**config.mk**
```make
export PLATFORM = sky130hd
export DESIGN_NAME = ram_arbiter
export DESIGN_NICKNAME = d
export VERILOG_FILES = /design/src/rtl/rv32ima_pkg.sv /design/src/rtl/ram_arb_watchdog.sv /design/src/rtl/ram_arbiter.sv
export SDC_FILE = /design/constraint.sdc
export NUM_CORES = 1
export LEC_CHECK = 0
export CORE_ASPECT_RATIO = 0.9
export CORE_MARGIN = 2
export CORE_UTILIZATION = 34
export CTS_CLUSTER_SIZE = 28
export DETAILED_ROUTE_END_ITERATION = 10
export PLACE_DENSITY = 0.82
export SLEW_MARGIN = 0
export SYNTH_ARGS = -nofsm -noshare
export SYNTH_HDL_FRONTEND = slang
export SYNTH_SLANG_ARGS = --single-unit
```
**constraint.sdc**
```tcl
create_clock -name CLK -period 2.29 [get_ports CLK]
set_input_delay 0.458 -clock CLK [delete_from_list [all_inputs] [get_ports CLK]]
set_output_delay 0.458 -clock CLK [all_outputs]
set_load 0.005 [all_outputs]
```
**src/rtl/rv32ima_pkg.sv**
```systemverilog
// Shared types for the RAM arbiter: word type, RAM status,
// arbiter FSM states and requester ids.
package rv32ima_pkg;

  typedef logic [31:0] word_t;

  typedef enum logic [1:0] {
    FREE  = 2'd0,
    BUSY  = 2'd1,
    DONE  = 2'd2,
    ERROR = 2'd3
  } ram_state_t;

  typedef enum logic [1:0] {
    IDLE   = 2'd0,
    IGRANT = 2'd1,
    DGRANT = 2'd2
  } arb_state_t;

  typedef enum logic {
    INST = 1'b0,
    DATA = 1'b1
  } req_id_t;

endpackage

```
**src/rtl/ram_arb_watchdog.sv**
```systemverilog
// Counts granted cycles without a RAM answer and flags expiry
// on the LIMIT-th such cycle.
module ram_arb_watchdog #(
  parameter int LIMIT = 256
) (
  input  logic CLK,
  input  logic RST,
  input  logic active,
  output logic expired
);

  localparam int W = $clog2(LIMIT + 1);

  logic [W-1:0] cnt;

  always_ff @(posedge CLK) begin
    if (RST || !active) begin
      cnt <= '0;
    end else begin
      cnt <= cnt + W'(1);
    end
  end

  assign expired = active && (cnt == W'(LIMIT - 1));

endmodule

```
**src/rtl/ram_arbiter.sv**
```systemverilog
// Round-robin arbiter sharing one RAM port between fetch and data.
// Optional watchdog enabled by defining RAM_ARB_TIMEOUT_EN.
module ram_arbiter
  import rv32ima_pkg::*;
#(
  parameter int TIMEOUT_CYCLES = 256
) (
  input  logic       CLK,
  input  logic       RST,
  input  logic       iren,
  input  word_t      iaddr,
  output word_t      iload,
  output logic       iready,
  output logic       ierror,
  input  logic       dren,
  input  logic       dwen,
  input  word_t      daddr,
  input  word_t      dstore,
  output word_t      dload,
  output logic       dready,
  output logic       derror,
  output word_t      ram_addr,
  output word_t      ram_store,
  output logic       ram_ren,
  output logic       ram_wen,
  input  word_t      ram_load,
  input  ram_state_t ram_state
);

  arb_state_t state, state_n;
  req_id_t    rr_last, rr_n;
  word_t      addr_n, store_n;
  logic       ren_n, wen_n;
  logic       arb, dpend, fin, expired;

  assign dpend = dren | dwen;
  assign fin   = (ram_state == DONE) || (ram_state == ERROR);

`ifdef RAM_ARB_TIMEOUT_EN
  ram_arb_watchdog #(
    .LIMIT(TIMEOUT_CYCLES)
  ) u_wdog (
    .CLK    (CLK),
    .RST    (RST),
    .active ((state != IDLE) && !fin),
    .expired(expired)
  );
`else
  logic unused_cfg;
  assign unused_cfg = ^TIMEOUT_CYCLES;
  assign expired    = 1'b0;
`endif

  always_ff @(posedge CLK) begin
    if (RST) begin
      state     <= IDLE;
      rr_last   <= DATA;
      ram_addr  <= '0;
      ram_store <= '0;
      ram_ren   <= 1'b0;
      ram_wen   <= 1'b0;
    end else begin
      state     <= state_n;
      rr_last   <= rr_n;
      ram_addr  <= addr_n;
      ram_store <= store_n;
      ram_ren   <= ren_n;
      ram_wen   <= wen_n;
    end
  end

  always_comb begin
    state_n = state;
    rr_n    = rr_last;
    addr_n  = ram_addr;
    store_n = ram_store;
    ren_n   = ram_ren;
    wen_n   = ram_wen;
    iload   = '0;
    dload   = '0;
    iready  = 1'b0;
    ierror  = 1'b0;
    dready  = 1'b0;
    derror  = 1'b0;
    arb     = 1'b0;
    unique case (state)
      IDLE: arb = 1'b1;
      IGRANT: begin
        if (ram_state == DONE) begin
          iready = 1'b1;
          iload  = ram_load;
          rr_n   = INST;
          arb    = 1'b1;
        end else if (ram_state == ERROR) begin
          ierror = 1'b1;
          rr_n   = INST;
          arb    = 1'b1;
        end else if (expired) begin
          ierror  = 1'b1;
          rr_n    = INST;
          state_n = IDLE;
          ren_n   = 1'b0;
          wen_n   = 1'b0;
        end else if (!iren) begin
          state_n = IDLE;
          ren_n   = 1'b0;
          wen_n   = 1'b0;
        end
      end
      DGRANT: begin
        if (ram_state == DONE) begin
          dready = 1'b1;
          dload  = ram_load;
          rr_n   = DATA;
          arb    = 1'b1;
        end else if (ram_state == ERROR) begin
          derror = 1'b1;
          rr_n   = DATA;
          arb    = 1'b1;
        end else if (expired) begin
          derror  = 1'b1;
          rr_n    = DATA;
          state_n = IDLE;
          ren_n   = 1'b0;
          wen_n   = 1'b0;
        end else if (!dpend) begin
          state_n = IDLE;
          ren_n   = 1'b0;
          wen_n   = 1'b0;
        end
      end
      default: state_n = IDLE;
    endcase
    // rr_n already reflects a completion in this cycle
    if (arb) begin
      if (dpend && (rr_n == INST || !iren)) begin
        state_n = DGRANT;
        addr_n  = daddr;
        store_n = dstore;
        ren_n   = ~dwen;
        wen_n   = dwen;
      end else if (iren) begin
        state_n = IGRANT;
        addr_n  = iaddr;
        store_n = '0;
        ren_n   = 1'b1;
        wen_n   = 1'b0;
      end else begin
        state_n = IDLE;
        ren_n   = 1'b0;
        wen_n   = 1'b0;
      end
    end
  end

endmodule

```
==> results.yml <==
route:
  routed-via-count: 3791
  drtPass1Iterations: 4
  detail_route.wl_per_cell_um: 16.7
  drt-vias-per-instance: 4.92
  ant_nets: 0
  routed_wl_um: 12800
  drt_first_iter_violations: 219
  post-route-drc-count: 0
setup_path:
  cp.arrival_ps: 1840
  worstPathMaxFanout: 17
  worstSetupEndpointType: "output port"
  timing.setup.critical_path_class: "reg -> out"
  worst-r2r-setup-slack_ps: 370
  reg2regPathDepth: 7
  critPathRequiredTime_ps: 1830
  worst_setup_path_start_kind: "flip-flop"
  crit_start: "state[1]"
  timing.rr.start: "state[0]"
  setup.worst_path.end: "iload[10]"
  destination_of_the_worst_register_to_register_timing_path: "ram_store[27]"
clocking:
  cts_root_buffer: "sky130_fd_sc_hd__clkbuf_16"
  number_of_cts_inserted_buffers: 9
  clock_tree.buffer_depth: 2
  cts_tree: "done"
  clock_tree.htree_level_count: 3
  numClockSinks: 69
  worst_skew_pair.late_latency_ps: 310
  cts.hold.buffers_added: 0
  clkSlewWorstSetupHoldPaths_ps: 60
die:
  die_w_um: 110
  design.die.area_um2: 11000
  io-pin-count: 269
  initial_core_util: 0.353
  core_um2: 9780
  floorplan.rows: 34
  die_h_um: 99.7
status:
  violations: "negative setup slack"
  status: "finished, violations left"
timing:
  timing.final.crit_share: 1.00
  max-slew-margin-rel: 0.742
  period_minus_slack_ps: 2300
  finalHoldViolCount: 0
  hold_slack_ps: 458
  worstMarginPinSlew_ps: 386
  slew_viol_final: 0
  timing.clock.skew_ps: 4.94
  fmax_mhz: 435
  final-setup-viol-count: 5
  rsz0062_at_grt: "true"
  postLayoutSetupSlackWorst_ps: -8.93
grt:
  grt_overflow_total: 0
  grt.total_usage: 0.224
  first_global_vias: 3859
  initial_antenna_violation_count: 0
  grt_max_degree: 66
  wire_length_of_the_first_global_routing_pass_um: 19500
power:
  internal_pwr_total_mw: 3.54
  power.share.sequential: 0.323
  power.combinational.fraction: 0.376
  switching_share: 0.291
  clock_power_share: 0.301
  vdd.ir_drop.worst_mv: 0.437
  pwr_density_nw_per_um2: 747
  power.net_switching_mw: 1.45
  leakage_nw: 2.91
hold_path:
  hold_start: "ram_addr[21]"
  hold_path.class: "reg -> reg"
final_layout:
  fill_cells: 800
  finalNetCount: 778
  area_of_combinational_cells_with_multiple_inputs_um2: 1860
  sequential_cell_area_um2: 1390
  final_layout_size_suffix_gt1_frac: 0.138
  num_antenna_cells: 0
  fin_cells: 770
  area_delta_synth_final_pct: 93.1
synth:
  share_of_flip_flops_with_an_asynchronous_set_or_reset_after_synthesis: 0
  seq_total_area_yosys: 0.399
  postSynthAreaPerCell_um2: 9.27
  netlist_area_pre_place_um2: 3460
  synthesis.instances: 373
  ys_ff_latch: 69
  synth_enable_flop_cells: 0
  post_syn_nets: 512
  count_of_synthesis_stage_warnings_from_yosys: 0
  ys_types: 36
  synth_flop_cell: "sky130_fd_sc_hd__dfxtp_1"
placement:
  placedCellCount: 747
  io_buffers: 268
  place_worst_setup_slack_ps: -235
  post-dp-hpwl_um: 9810
  global_placement_routability_congestion: 0.842
job:
  maxCapViolations: 0
## flip-flops by register name (all words and copies together) (netlist names)
signal     flops
state          2
ram_wen        1
ram_ren        1
ram_store     32
rr_last        1
ram_addr      32
## worst min-delay path by stage
| stage | to | slack [ps] | cells after the start |
|---|---|---|---|
| finish | ram_addr[21] | 460 | 2 |
| global route | ram_addr[21] | 490 | 2 |
| CTS | ram_addr[21] | 460 | 2 |
| detailed placement | ram_addr[21] | 450 | 2 |
| global placement | ram_addr[23] | 440 | 2 |
| floorplan | ram_addr[0] | 460 | 2 |
## metrics by stage
stage / TNS [ps] / utilization / instance area, µm² / total power, mW
3_5_place_dp: -12020 / 0.642 / 6280 / 3.50
4_1_cts: -326 / 0.677 / 6630 / 5.03
2_1_floorplan: 0 / - / 3460 / 2.50
5_1_grt: -893 / 0.682 / 6680 / 5.27
3_3_place_gp: -8400 / 0.642 / 6280 / 3.45
6_report: -19.4 / 0.682 / 6680 / 4.99
## cells in the mapped netlist, types with 3 or more instances
| cell type | number | area (µm²) |
|---|---|---|
| sky130_fd_sc_hd__dfxtp_1 | 69 | 1380 |
| sky130_fd_sc_hd__nand2_1 | 66 | 248 |
| sky130_fd_sc_hd__and2_1 | 64 | 400 |
| sky130_fd_sc_hd__a22o_1 | 33 | 289 |
| sky130_fd_sc_hd__nand4_1 | 32 | 200 |
| sky130_fd_sc_hd__o211ai_2 | 30 | 375 |
| sky130_fd_sc_hd__buf_2 | 15 | 75.1 |
| sky130_fd_sc_hd__clkbuf_1 | 13 | 48.8 |
| sky130_fd_sc_hd__ha_1 | 4 | 50.1 |
| sky130_fd_sc_hd__inv_1 | 4 | 15.0 |
| sky130_fd_sc_hd__a21oi_1 | 3 | 15.0 |
| sky130_fd_sc_hd__and3_1 | 3 | 18.8 |
| sky130_fd_sc_hd__buf_12 | 3 | 60.1 |
| sky130_fd_sc_hd__buf_4 | 3 | 22.5 |
| sky130_fd_sc_hd__buf_6 | 3 | 33.8 |
## kinds of logic (layout without fill, tap and decap cells)
family,count (synthesis),after routing,share of synthesized area
buffers and inverters,41,312,0.0738
flip-flops,69,69,0.399
adder cells (fa/ha/maj),4,4,0.0145
AO/OA/AOI/OAI,78,78,0.229
AND/OR/NAND/NOR,181,181,0.283
## metal layers
layer	up-vias	global-route usage	wire length (µm)
li1	1858	-	-
met1	1775	0.255	5170
met2	140	0.402	6410
met3	18	0.0767	1070
met4	0	0.0510	177
met5	-	0	0
## critical path: stages (launching register included)
cell	delay (ps)
sky130_fd_sc_hd__dfxtp_4	370
sky130_fd_sc_hd__inv_4	40
sky130_fd_sc_hd__ha_4	160
sky130_fd_sc_hd__and3b_2	250
sky130_fd_sc_hd__buf_4	150
sky130_fd_sc_hd__buf_6	130
sky130_fd_sc_hd__and2_1	150
sky130_fd_sc_hd__dlygate4sd2_1	260
## area by class of cell
class / instances / share of cell area
Timing Repair Buffer: 292 / 0.438
Clock buffer: 11 / 0.0364
Clock inverter: 5 / 0.0124
Tap cell: 126 / 0.0236
Multi-Input combinational cell: 263 / 0.279
Inverter: 4 / 0.00262
Sequential cell: 69 / 0.208
## layout by cell type (no fill, tap or decap), types with 3 or more instances in the layout
cell type / synthesis / final
sky130_fd_sc_hd__a21oi_1: 3 / 3
sky130_fd_sc_hd__a22o_1: 33 / 33
sky130_fd_sc_hd__and2_1: 64 / 63
sky130_fd_sc_hd__and3_1: 3 / 3
sky130_fd_sc_hd__buf_12: 3 / 6
sky130_fd_sc_hd__buf_4: 3 / 14
sky130_fd_sc_hd__buf_6: 3 / 3
sky130_fd_sc_hd__clkbuf_16: 0 / 9
sky130_fd_sc_hd__clkbuf_2: 0 / 6
sky130_fd_sc_hd__clkdlybuf4s15_1: 0 / 29
sky130_fd_sc_hd__clkdlybuf4s50_1: 0 / 201
sky130_fd_sc_hd__dfxtp_1: 69 / 67
sky130_fd_sc_hd__dlygate4sd2_1: 0 / 26
sky130_fd_sc_hd__dlymetal6s2s_1: 0 / 6
sky130_fd_sc_hd__nand2_1: 66 / 66
sky130_fd_sc_hd__nand4_1: 32 / 32
sky130_fd_sc_hd__o211ai_2: 30 / 30
## timing repair
| item | in CTS | in global routing |
|---|---|---|
| buffers inserted | 3 | 2 |
| endpoints found under the hold margin | 0 | 0 |
| gates cloned | 2 | 0 |
| gates resized for setup | 78 | 47 |
| pin swaps | 1 | 1 |
| setup endpoints to repair | 66 | 45 |
## power by group through the flow
stage | sequential (mW) | clock, mW | combinational [mW]
after floorplan | 1.64 | 0 | 0.860
after global placement | 1.61 | 0 | 1.84
after detailed placement | 1.63 | 0 | 1.87
after CTS | 1.61 | 1.53 | 1.89
after global routing | 1.65 | 1.60 | 2.03
final | 1.61 | 1.50 | 1.88
(Power assumes the default switching activity.)
